## src/rtl/irq_arbiter.sv

```systemverilog
// irq_arbiter: synchronizes external interrupt lines into per-source level/edge
// gateways, selects the lowest-ID eligible source and raises a registered meip.
// Software claims and completes interrupts through a small MMIO register port.
module irq_arbiter #(
    parameter int unsigned NUM_SOURCES = 8,
    parameter int unsigned XLEN        = 32
) (
    input  logic                   i_clk,
    input  logic                   i_rst,
    input  logic [NUM_SOURCES-1:0] i_irq_sources,
    input  logic                   i_reg_rd_en,
    input  logic                   i_reg_wr_en,
    input  logic [1:0]             i_reg_addr,
    input  logic [XLEN-1:0]        i_reg_wdata,
    output logic [XLEN-1:0]        o_reg_rdata,
    output logic                   o_meip
);

    typedef enum logic [1:0] {
        REG_PENDING   = 2'd0,
        REG_ENABLE    = 2'd1,
        REG_CLAIM     = 2'd2,
        REG_EDGE_MODE = 2'd3
    } reg_addr_t;

    reg_addr_t addr;
    assign addr = reg_addr_t'(i_reg_addr);

    logic [NUM_SOURCES-1:0] sync1, sync2, sync_prev;
    logic [NUM_SOURCES-1:0] pending, in_service, enable, edge_mode;
    logic [NUM_SOURCES-1:0] pending_next, in_service_next, enable_next, edge_mode_next;
    logic [NUM_SOURCES-1:0] eligible, winner_mask, claim_mask, complete_mask, rise;
    logic [XLEN-1:0]        winner_id, rdata_next;
    logic                   found, claim;

    // Two-flop synchronizer plus a delayed copy of sync2 for edge detection.
    always_ff @(posedge i_clk) begin
        if (i_rst) begin
            sync1     <= '0;
            sync2     <= '0;
            sync_prev <= '0;
        end else begin
            sync1     <= i_irq_sources;
            sync2     <= sync1;
            sync_prev <= sync2;
        end
    end

    // Fixed-priority arbitration: lowest index among eligible sources wins.
    always_comb begin
        eligible    = pending & enable & ~in_service;
        winner_mask = '0;
        winner_id   = '0;
        found       = 1'b0;
        for (int unsigned i = 0; i < NUM_SOURCES; i++) begin
            if (eligible[i] && !found) begin
                found          = 1'b1;
                winner_mask[i] = 1'b1;
                winner_id      = XLEN'(i + 1);
            end
        end
    end

    // Gateway and register next-state; claim uses pre-edge enable/in_service.
    always_comb begin
        claim         = i_reg_rd_en && (addr == REG_CLAIM);
        claim_mask    = claim ? winner_mask : '0;
        complete_mask = '0;
        if (i_reg_wr_en && (addr == REG_CLAIM)) begin
            for (int unsigned i = 0; i < NUM_SOURCES; i++) begin
                if (i_reg_wdata == XLEN'(i + 1)) begin
                    complete_mask[i] = in_service[i];
                end
            end
        end
        rise         = sync2 & ~sync_prev;
        pending_next = pending;
        for (int unsigned i = 0; i < NUM_SOURCES; i++) begin
            // Edge mode: a new rising edge re-arms pending even while being claimed.
            if (edge_mode[i]) begin
                pending_next[i] = (pending[i] & ~claim_mask[i]) | rise[i];
            end else begin
                pending_next[i] = sync2[i] & ~in_service[i] & ~claim_mask[i];
            end
        end
        // Claim set is applied after complete clear so it wins on the same source.
        in_service_next = (in_service & ~complete_mask) | claim_mask;
        enable_next     = enable;
        edge_mode_next  = edge_mode;
        if (i_reg_wr_en && (addr == REG_ENABLE)) begin
            enable_next = i_reg_wdata[NUM_SOURCES-1:0];
        end
        if (i_reg_wr_en && (addr == REG_EDGE_MODE)) begin
            edge_mode_next = i_reg_wdata[NUM_SOURCES-1:0];
        end
    end

    // Read data mux; the register holds its value between reads.
    always_comb begin
        rdata_next = o_reg_rdata;
        if (i_reg_rd_en) begin
            rdata_next = '0;
            case (addr)
                REG_PENDING:   rdata_next[NUM_SOURCES-1:0] = pending;
                REG_ENABLE:    rdata_next[NUM_SOURCES-1:0] = enable;
                REG_CLAIM:     rdata_next                  = winner_id;
                REG_EDGE_MODE: rdata_next[NUM_SOURCES-1:0] = edge_mode;
                default:       rdata_next                  = '0;
            endcase
        end
    end

    // Architectural state, read data and meip (meip lags state by one edge).
    always_ff @(posedge i_clk) begin
        if (i_rst) begin
            pending     <= '0;
            in_service  <= '0;
            enable      <= '0;
            edge_mode   <= '0;
            o_reg_rdata <= '0;
            o_meip      <= 1'b0;
        end else begin
            pending     <= pending_next;
            in_service  <= in_service_next;
            enable      <= enable_next;
            edge_mode   <= edge_mode_next;
            o_reg_rdata <= rdata_next;
            o_meip      <= |eligible;
        end
    end

endmodule

```

## config.mk

```make
export PLATFORM = sky130hd
export DESIGN_NAME = irq_arbiter
export DESIGN_NICKNAME = d
export VERILOG_FILES = /design/src/rtl/irq_arbiter.sv
export SDC_FILE = /design/constraint.sdc
export NUM_CORES = 1
export LEC_CHECK = 0
export CAP_MARGIN = 10
export CORE_UTILIZATION = 44
export DETAILED_ROUTE_END_ITERATION = 6
export MAX_ROUTING_LAYER = met4
export PLACE_DENSITY = 0.75
export SKIP_LAST_GASP = 1
export SLEW_MARGIN = 20
export SYNTH_ARGS = -nofsm -noshare
export SYNTH_HDL_FRONTEND = slang
export SYNTH_SLANG_ARGS = --single-unit
```

## constraint.sdc

```tcl
create_clock -name i_clk -period 2.1 [get_ports i_clk]
set_input_delay 0.63 -clock i_clk [delete_from_list [all_inputs] [get_ports i_clk]]
set_output_delay 0.63 -clock i_clk [all_outputs]
set_load 0.01 [all_outputs]
```

# --- After elaboration in Yosys (flattened, before gate mapping) ---
# Cells that the tools add are included.
op_classes:
  eq_ne: 11
  muxes: 42
  bitwise_logic: 56
  n_reduce_logical: 20
ops:
  columns: ["operator", "count"]
  rows:
  - ["32-bit 2-to-1 mux", 7]
  - ["32-bit by 3-bit equality test with 1-bit output (second input constant)", 4]
  - ["32-bit by 2-bit equality test with 1-bit output (second input constant)", 2]
  - ["8-bit bitwise AND", 4]
  - ["32-bit by 1-bit equality test with 1-bit output (second input constant)", 1]
  - ["32-bit by 4-bit equality test with 1-bit output (second input constant)", 1]
  - ["8-bit case mux with 4 select lines", 1]
  - ["1-bit 2-to-1 mux", 31]
  - ["1-bit bitwise AND", 24]
  - ["24-bit 2-to-1 mux", 1]
  - ["8-bit NOT", 3]
  - ["8-bit 2-to-1 mux", 2]
  - ["1-bit NOT", 16]
  - ["1-bit logical AND", 11]
  - ["1-bit bitwise OR", 8]
  - ["8-bit bitwise OR", 1]
  - ["8-bit OR reduction", 1]
  - ["1-bit logical NOT", 7]
  - ["2-bit equality test (second input constant)", 2]
  - ["2-bit by 1-bit equality test with 1-bit output (second input constant)", 1]
  - ["2-bit logical NOT", 1]
totals:
  regBits: 89
  in_bits: 46
  out_inout_bits: 33
  word_cells: 138

# --- Longest topological paths before layout ---
# Gate-level depths: netlist of run 1.
logic_depth:
  depth_word: 29
  ltp_mapped: 6
  ltp_nobuf: 5

# --- Worst setup path after synthesis of run 1 ---
# No wires, ideal clock.
synth_timing:
  kind: "in2reg"
  from: "input i_reg_wdata[24]"
  to: "register in_service[0]"
  setup_ps: 132
  arrival_ps: 1910
  required_time_ps: 1968
  slack_ps: 58
  path_stages: 5
  n_path_buf: 0
  path_cell_list: "or4_4 > nor4_4 > nand4_4 > o41ai_1 > a21oi_1"
synth_via:
  elab_chain_cells: 6
synth_rtl:
  columns: ["element", "line", "rtl"]
  rows:
  - ["from (decl)", "14", "input logic [XLEN-1:0] i_reg_wdata,"]
  - ["32-bit by 1-bit equality test with 1-bit output", "71", "if (i_reg_wdata == XLEN'(i + 1)) begin"]
  - ["1-bit 2-to-1 mux", "71", null]
  - ["8-bit 2-to-1 mux", "69", "if (i_reg_wr_en && (addr == REG_CLAIM)) begin"]
  - ["8-bit NOT", "87", "in_service_next = (in_service & ~complete_mask) | claim_mask;"]
  - ["8-bit bitwise AND", "87", null]
  - ["8-bit bitwise OR", "87", null]
  - ["to (signal assigned)", "124", "in_service <= in_service_next;"]
  - ["to (decl)", "30", "logic [NUM_SOURCES-1:0] pending, in_service, enable, edge_mode;"]
# No other way between the ends.
# A chain may end at the register's enable or synchronous reset.

# --- Worst setup path in the final report of run 1 ---
layout_timing:
  from: "input i_reg_wdata[13]"
  to: "register in_service[3]"
layout_via:
  elab_chain_cells: 6
layout_rtl:
  columns: ["element", "line"]
  rows:
  - ["32-bit by 3-bit equality test with 1-bit output", "71"]
  - ["1-bit 2-to-1 mux", "71"]
  - ["8-bit 2-to-1 mux", "69"]
  - ["8-bit NOT", "87"]
  - ["8-bit bitwise AND", "87"]
  - ["8-bit bitwise OR", "87"]
# No other way between the ends.

==> results.md, run 1 <==
- Cell variety after synth: 48
- RSZ-0062 raised after global routing: true
- Vias in the first global route: between 2000 and 2500
- Area of the die: just over 7000 sq um
- Hold Crit Class: reg -> reg
- Placed Cells incl. Taps: between 400 and 500
- Pwr Total: 2520 uW
- Initial drt markers: 150
- Clock skew: around 7.4 ps
- Share of layout cells above drive strength 1: around 18%
- Initial core utilization: a little under half
- Power Dens Cells: 632 nW/um^2
- Seq/Total Area, Yosys: around 43%
- CP Class: in -> reg
- Most common flop cell mapped by yosys: dfxtp_1
- Hold Vio Cnt, Final: 0
- Worst setup SP type: input pin
- Tcrit/Tclk final: ~97%
- Worst-Skew Late Latency: approximately 330 ps
- CP Capture Type: register
- Max Freq: 489 MHz
- Num CTS Buffers: 9
- Antenna viol nets, final: 0
- Yosys warns: 0
- Reg clk slew, reported paths: 70 ps
- Post-DP HPWL: between 5000 and 6000 microns
- Yosys top cell area share: between 40% and 50%
- Critical Path Max Stage Delay: ~420 ps
- Final setup vio count: 0
- Maxcap violations: 0
- CTS tree: yes
- Worst EP arrival: between 2000 and 2500 ps
- Mapped Area: roughly 3000 sq um
- Clock buffer depth: 2
- Clk Tree Root Cell: clkbuf_8
- Crit-path slowest cell: clkdlybuf4s50_1
- Remaining DRCs: 8
- Initial antenna violation count: 0
- DRT Pass-1 Iters: 7
- Port Buf Inserts: 54
- Mapped Cells: roughly 330
- Routed wire length: 7110 microns
- Largest net degree at the start of global routing: 32
- Worst slew pin tran: a little over 500 ps
- Most frequent cell after synthesis: dfxtp_1
- Synth Register Bits: 65
- Failing checks: design-rule violations
- First-pass GRT wire length: 11500 microns
- Total Nets Final: about 460
- Number of diodes: 0
- Core Area: ~6500 sq um
- Leakage power: roughly 0.0016 uW
- Worst Hold Margin: about 440 ps
- Critical Path RT: 2310 ps
- Critical path peak fanout: 8
- Critical Path, Cell by Cell: clkdlybuf4s50_1 > nor4b_2 > and4_4 > nand4_4 > o41ai_2 > a21oi_1
- Max Slew Vio Count: 0
- CTS sink cnt: between 60 and 70
- Maximum vdd drop: 0.406 mV
- Fin Setup TNS: 0 ps
- Max-slew headroom: between 60% and 70%
- Routed WL per cell: 14.4 microns
- Status: finished with violations
- Fillers: 582
- Top-Level Pins: 79
- Synthesized area per cell: slightly above 9 sq um
- Async SR Flop Fraction: 0%
- Routability cong.: just under 1
- Final Non-Filler Cells: 493
- GRT Total Usage: approximately 21%
- CTS Hold Buffers Added: 0
- Largest cells by area after synthesis: dfxtp_1, nor2b_1, buf_4, mux2i_1, nor2_1
- Synth cell count leaders: dfxtp_1, nor2_1, nor2b_1, buf_4, a21oi_1
- EDFF count, synth: 0
- P&R area growth vs syn: 32.0%
- Vias: roughly 2700
- Row Count: 29
- Largest area contributor in the netlist: dfxtp_1
- Congestion Overflow GR: 0
- Final worst path period need: 2040 ps
- Die X-Extent: roughly 85 microns
- Htree depth: 3
- Die height: 84.8 microns
- Vias per cell: around 5.4
where the power goes:
| part | internal (uW) | leakage, uW | switching (uW) |
|---|---|---|---|
| clock | 451 | 0.0000822 | 438 |
| sequential | 1280 | 0.000531 | 24.8 |
| combinational | 174 | 0.00102 | 154 |
| total | 1900 | 0.00163 | 617 |
critical path, delay by kind of cell:
family	cells	cell delay [ps]
simple gates	3	780
buf+inv	1	420
compound gates	2	440
worst paths after layout:
kind / startpoint / to / slack [ps] / depth (start not counted)
max: i_reg_wdata[13] / in_service[3] / 60 / 6
min: sync1[3] / sync2[3] / 440 / 1
max reg2reg: in_service[2] / o_reg_rdata[2] / 240 / 5
min reg2reg: sync1[3] / sync2[3] / 440 / 1
cell type report:
cell class                      instances  area [sq um]  share of cell area (%)
Multi-Input combinational cell        238          1590                    39.9
Inverter                                7          26.3                   0.660
Sequential cell                        65          1300                    32.7
Clock inverter                          3          17.5                   0.440
Timing Repair Buffer                   91           807                    20.3
Tap cell                               77          96.3                    2.42
Clock buffer                           12           145                    3.65
stage by stage:
step                worst slack (ps)  utilization [%]  instance area, sq um
floorplan                       57.7                -                  3100
global placement                -472             57.5                  3730
detailed placement              -492             57.5                  3730
CTS                             1.37             60.5                  3930
global route                   -22.6             61.3                  3980
finish                          56.3             61.3                  3980
logic make-up (layout without fill, tap and decap cells):
family	Yosys count	count (layout)	synth area share, %
AOI/OAI and AO/OA	62	62	14.0
buffers and inverters	45	113	9.13
DFF	65	65	43.2
muxes	18	18	6.02
other	1	24	0.124
and+or+nand+nor	134	134	27.6
layer usage:
layer / GRT usage (%) / up-vias / routed length, microns / part of all wire, %
met3: 5.11 / 12 / 331 / 4.7
met4: 8.47 / 0 / 144 / 2.0
met2: 34.3 / 87 / 3360 / 47
li1: - / 1290 / - / -
met1: 26.1 / 1270 / 3270 / 46
met5: - / - / 0 / 0
cell usage in the layout, fill, tap and decap left out, types with 4 or more instances in the layout:
master | netlist | routed
conb_1 | 1 | 24
inv_1 | 7 | 7
clkdlybuf4s50_1 | 0 | 47
o21ai_1 | 4 | 4
nand3_1 | 11 | 11
a211oi_1 | 8 | 8
a21oi_1 | 19 | 19
a22o_1 | 5 | 5
buf_4 | 24 | 36
nand2_1 | 15 | 15
clkbuf_8 | 0 | 10
and3b_1 | 8 | 8
dfxtp_1 | 65 | 65
nand3b_1 | 5 | 5
nand2b_1 | 5 | 5
a31oi_1 | 4 | 4
mux2i_1 | 17 | 17
nor2b_1 | 29 | 29
o41ai_2 | 0 | 4
nor2_1 | 38 | 38
state kept, by name (all words and copies together) (netlist names):
signal       flops
edge_mode        8
enable           8
in_service       8
o_reg_rdata      8
pending          8
sync1            8
sync2            8
sync_prev        8
o_meip           1
repair_timing:
item                       4_1_cts  5_1_grt
setup endpoints to repair       11       11
pin swaps                        7        5
buffers inserted                 0        4
gates resized for setup         18        4
hold endpoints to repair         0        0
No activity file was read; power rests on OpenSTA's default activity.
==> run 2, diff against run 1 <==
--- a/config.mk
+++ b/config.mk
@@ -15,3 +15,4 @@
 export SYNTH_ARGS = -nofsm -noshare
 export SYNTH_HDL_FRONTEND = slang
 export SYNTH_SLANG_ARGS = --single-unit
+export TNS_END_PERCENT = 20
==> run 2 against run 1 <==
The flow still finishes with violations (design-rule violations). Clock power about the same. Worst setup slack worse by 14 ps. Sequential power is essentially flat. Power about the same. Hold slack hardly changed. Maximum frequency fell by 0.68%. Via count decreased by 0.15%. Non-clock buffer count did not move. Combinational power is essentially flat. Clock skew about the same. First-iteration DRC count rose by 20%. Routed wire length fell by 0.15%. Largest cell class unchanged.
==> results.md, run 2 (same netlist as run 1, synthesis figures left out) <==
- Leakage power: between 0.0015 and 0.002 uW
- Htree depth: 3
- Met2 Use GR: roughly 34%
- Power Internal: 1900 uW
- PnR worst setup slack: around 42 ps
- CTS Hold Buffers Added: 0
- CP Class: in -> reg
- Num CTS Buffers: 9
- Core Area: 6490 sq um
- Most used routing layer in global routing: met2
- Maxcap violations: 0
- CP delay by family, top: simple AND/OR/NAND/NOR gates
- Top-Level Pins: slightly below 80
- Antenna viol nets, final: 0
- Failing checks: design-rule violations
- Die height: around 85 microns
- Clk Tree Root Cell: clkbuf_8
- Reg-to-reg critical path startpoint: in_service[2]
- Max Slew Vio Count: 0
- Grt met1 use: between 20% and 30%
- Fin Setup TNS: 0 ps
- Part of the power in the clock network: a little over a third
- Worst slew pin tran: 499 ps
- Worst R2R End: o_reg_rdata[2]
- Power Dens Cells: ~630 nW/um^2
- Maximum vdd drop: between 0.4 and 0.5 mV
- Hold Vio Cnt, Final: 0
- Clock skew: roughly 7.6 ps
- RSZ-0062 raised after global routing: true
- CTS tree: yes
- Largest net degree at the start of global routing: 32
- Status: finished with violations
- Worst-Skew Late Latency: ~330 ps
- Comb power frac: about an eighth
- GRT Total Usage: between 20% and 30%
- Crit-path slowest cell: clkdlybuf4s50_1
- Hold path depth: 1
- Die X-Extent: 84.8 microns
- Min-Delay Endpoint: sync2[3]
- Final worst path period need: between 2000 and 2500 ps
- Number of diodes: 0
- Initial antenna violation count: 0
- Routed wire length: ~7100 microns
- FF-to-FF setup slack: approximately 260 ps
- DRT Pass-1 Iters: 7
- Worst EP arrival: about 2300 ps
- Port Buf Inserts: 54
- Fillers: around 580
- Critical Path Max Stage Delay: 430 ps
- Post-DP HPWL: ~5300 microns
- Row Count: 29
- Critical path peak fanout: 8
- Max Freq: slightly below 500 MHz
- Max-slew headroom: 66.7%
- Vias in the first global route: around 2400
- Critical Path, Cell by Cell: clkdlybuf4s50_1 > nor4_1 > and4_4 > nand4_4 > o41ai_2 > a21oi_1
- Tcrit/Tclk final: 98.0%
- Routed WL per cell: 14.4 microns
- First-pass GRT wire length: roughly 12000 microns
- Routability cong.: approximately 0.96
- Share of layout cells above drive strength 1: 17.1%
- Most frequent cells in the layout: dfxtp_1, clkdlybuf4s50_1, nor2_1
- Pre-CTS WS: -492 ps
- Congestion Overflow GR: 0
- Grt met3 use: under 10%
- Sw Pwr: slightly above 600 uW
- CTS sink cnt: 65
- Reg clk slew, reported paths: 70 ps
- Remaining DRCs: 8
- Sequential power share: 51.7%
- Hold path startpoint: sync1[3]
- Initial core utilization: ~46%
- Vias: approximately 2700
- Critical Path RT: about 2300 ps
- Switching share of power: around a quarter
- CP Capture Type: register
- Area of the multi-input gates: 1580 sq um
- Commonest non-fill, non-tap cell in the layout: dfxtp_1
- Total Nets Final: 458
- CP Buf/Inv Count: 1
- Register area: ~1300 sq um
- Worst r2r path cells: 5
- Area of the die: roughly 7200 sq um
- Clock buffer depth: 2
- Vias per cell: between 5 and 6
- Hold Crit Class: reg -> reg
- Initial drt markers: between 150 and 200
- Final setup vio count: 0
- Worst setup SP type: input pin
- P&R area growth vs syn: 32.2%
-- run 2: metrics by stage --
stage | util (%) | hold WS [ps] | cells | total power [uW] | instance area [sq um]
after CTS | 60.6 | 438 | 489 | 2530 | 3940
after global placement | 57.5 | 419 | 474 | 1640 | 3730
after global routing | 61.4 | 458 | 493 | 2630 | 3990
final | 61.4 | 436 | 493 | 2520 | 3990
after floorplan | - | 414 | 348 | 1500 | 3100
after detailed placement | 57.5 | 422 | 474 | 1650 | 3730
-- run 2: how the worst max path moves through the flow --
stage	startpoint	to	cells past startpoint	slack [ps]
after floorplan	i_reg_wdata[24]	in_service[0]	5	60
after global placement	i_reg_addr[0]	in_service[2]	6	-470
after detailed placement	i_reg_addr[0]	in_service[3]	6	-490
after CTS	i_reg_wdata[29]	in_service[3]	6	-20
after global routing	i_reg_wdata[7]	in_service[3]	6	-30
final	i_reg_wdata[7]	in_service[3]	6	40
-- run 2: power groups by stage --
stage | Combinational, uW | Clock (uW) | Sequential (uW)
finish | 328 | 888 | 1300
global route | 356 | 967 | 1300
CTS | 321 | 907 | 1300
detailed placement | 318 | 0 | 1330
global placement | 313 | 0 | 1330
floorplan | 174 | 0 | 1320
-- run 2: timing repair --
action	4_1_cts	5_1_grt
pin swaps	7	5
hold endpoints to repair	0	0
setup endpoints to repair	11	11
resized for setup	15	5
buffers inserted	0	4
-- run 2: layout make-up --
cell class              instances  share of cell area (%)
well taps                      77                    2.42
clock buffers                  12                    3.64
repair buffers                 91                    20.5
clock inverters                 3                   0.440
inverters                       7                   0.659
flip-flops and latches         65                    32.7
multi-input cells             238                    39.7
-- run 2: metal layers --
| layer | routed length, microns | share of wire, % | up-vias |
|---|---|---|---|
| met5 | 0 | 0 | - |
| met4 | 133 | 1.9 | 0 |
| met3 | 361 | 5.1 | 12 |
| met2 | 3400 | 48 | 89 |
| met1 | 3200 | 45 | 1265 |
| li1 | - | - | 1289 |
==> run 3, diff against run 2 <==
--- a/config.mk
+++ b/config.mk
@@ -6,9 +6,9 @@
 export NUM_CORES = 1
 export LEC_CHECK = 0
 export CAP_MARGIN = 10
+export CORE_MARGIN = 4
 export CORE_UTILIZATION = 44
 export DETAILED_ROUTE_END_ITERATION = 6
-export MAX_ROUTING_LAYER = met4
 export PLACE_DENSITY = 0.75
 export SKIP_LAST_GASP = 1
 export SLEW_MARGIN = 20
==> run 3 against run 2 <==
The run now ends clean. Register-to-register slack is essentially flat. Clock skew is essentially flat. Utilization grew 1.1 points. Final area grew 1.9%. Die area grew 15%. Final cell count grew 0.20%. Critical path depth grew 1. Routed wire length grew 8.7%. First-iteration DRC count shrank 2.8%. Worst setup slack lost 32 ps.
==> results.md, run 3 (same netlist as run 1, synthesis figures left out) <==
- GRT Total Usage: between 10% and 20%
- Grt met3 use: under 10%
- Initial core utilization: 46.4%
- Maximum vdd drop: 0.419 mV
- Placed Cells incl. Taps: roughly 480
- Congestion Overflow GR: 0
- Most used routing layer in global routing: met2
- Min-Delay Endpoint: sync2[7]
- Cell area after layout: about 4100 sq um
- Fillers: 553
- Antenna viol nets, final: 0
- Worst-Skew Late Latency: approximately 340 ps
- Largest net degree at the start of global routing: 40
- Power Dens Cells: around 680 nW/um^2
- Commonest non-fill, non-tap cell in the layout: dfxtp_1
- Max Freq: ~480 MHz
- Met2 Use GR: between 30% and 40%
- Hold path depth: 1
- Final Non-Filler Cells: 494
- Die height: a little over 90 microns
- Top-Level Pins: 79
- Num CTS Buffers: 9
- Tcrit/Tclk final: a little under 100%
- Worst slew pin tran: between 500 and 600 ps
- Grt met1 use: ~22%
- Max Slew Vio Count: 0
- Reg clk slew, reported paths: roughly 70 ps
- Core Area: 6490 sq um
- Port Buf Inserts: 54
- Vias per cell: about 5.4
- P&R area growth vs syn: 34.6%
- Worst setup SP type: input pin
- Die X-Extent: just over 90 microns
- Routability cong.: approximately 0.96
- Most frequent cells in the layout: dfxtp_1, clkdlybuf4s50_1, nor2_1
- Clock buffer depth: 2
- Pre-CTS WS: -544 ps
- Post-DP Area: about 3700 sq um
- Worst EP arrival: approximately 2300 ps
- Initial antenna violation count: 0
- Worst R2R End: o_reg_rdata[2]
- Hold Crit Class: reg -> reg
- First-pass GRT wire length: 12200 microns
- FF-to-FF setup slack: around 250 ps
- Critical path peak fanout: 8
- Hold Vio Cnt, Final: 0
- Status: finished clean
- Area of the multi-input gates: roughly 1600 sq um
- Number of diodes: 0
- Total Nets Final: ~460
- CP Capture Type: register
- Final worst path period need: ~2100 ps
- Post-DP HPWL: around 5600 microns
- CTS sink cnt: 65
- Fin Setup TNS: 0 ps
- Area of the die: ~8000 sq um
- Row Count: 29
- Leakage power: about 0.0017 uW
- Clk Tree Root Cell: clkbuf_8
- Critical Path RT: about 2300 ps
- Hold path startpoint: sync1[7]
- Final setup vio count: 0
- RSZ-0062 raised after global routing: true
- Clock skew: between 7 and 8 ps
- Routed WL per cell: ~16 microns
- Remaining DRCs: 0
- Share of layout cells above drive strength 1: around 17%
- Initial drt markers: about 180
- PnR worst setup slack: around 11 ps
- Htree depth: 3
- Register area: approximately 1300 sq um
- Vias: between 2000 and 3000
- Maxcap violations: 0
- Vias in the first global route: 2575
- Worst r2r path cells: 5
- Reg-to-reg critical path startpoint: in_service[2]
- CTS tree: yes
- CP Class: in -> reg
- DRT Pass-1 Iters: 4
- Max-slew headroom: between 60 and 70%
- Routed wire length: about 7700 microns
-- run 3: cell types whose count changed in the layout (fill, tap and decap cells not counted), moves of 2 or more --
cell	before	now
bufinv_16	0	2
clkdlybuf4s50_1	47	45
buf_2	1	3
o41ai_2	4	2
o41ai_4	0	2
buf_6	1	3
clkdlybuf4s15_1	3	1
-- run 3: cell type report --
cell class | instances | area share, %
clock buffers | 12 | 3.58
inverters | 7 | 0.647
flip-flops and latches | 65 | 32.1
clock inverters | 3 | 1.60
well taps | 77 | 2.37
multi-input cells | 238 | 39.5
repair buffers | 92 | 20.3
-- run 3: worst max-delay path by stage --
stage | endpoint | start | cells past startpoint | slack [ps]
floorplan | in_service[0] | i_reg_wdata[24] | 5 | 60
global placement | in_service[2] | i_reg_addr[0] | 6 | -460
detailed placement | in_service[2] | i_reg_addr[0] | 6 | -540
CTS | pending[3] | i_reg_addr[1] | 8 | -3
global route | in_service[2] | i_reg_wdata[7] | 7 | -20
finish | in_service[2] | i_reg_wdata[5] | 7 | 10
-- run 3: power breakdown --
group | switching [uW] | leakage (uW) | internal, uW | total (uW)
Combinational | 158 | 0.00104 | 171 | 329
Sequential | 24.8 | 0.000531 | 1270 | 1300
Clock | 456 | 0.000106 | 693 | 1150
Total | 639 | 0.00168 | 2140 | 2780
-- run 3: worst max-delay path, stage by stage --
cell,delay (ps)
clkdlybuf4s50_1,420
nor4_1,280
and4_4,280
nand4_4,210
buf_6,190
o41ai_4,200
a21oi_1,100
-- run 3: metrics by stage --
stage / total power (uW) / utilization (%) / hold slack, ps
final: 2780 / 62.5 / 434
after global routing: 2880 / 62.5 / 460
after CTS: 2790 / 61.2 / 436
after detailed placement: 1640 / 57.6 / 423
after global placement: 1640 / 57.6 / 418
after floorplan: 1500 / - / 414
-- run 3: timing repair --
action                                  CTS  global route
hold buffers                              0             0
gates resized for setup                  17            10
setup buffers                             0             4
endpoints found under the setup margin   10             9
pin swaps                                 9             5
-- run 3: metal layers --
layer | wire, microns | share of wire (%)
met3 | 690 | 8.9
met1 | 3070 | 40
met5 | 0 | 0
met2 | 3810 | 49
met4 | 142 | 1.8
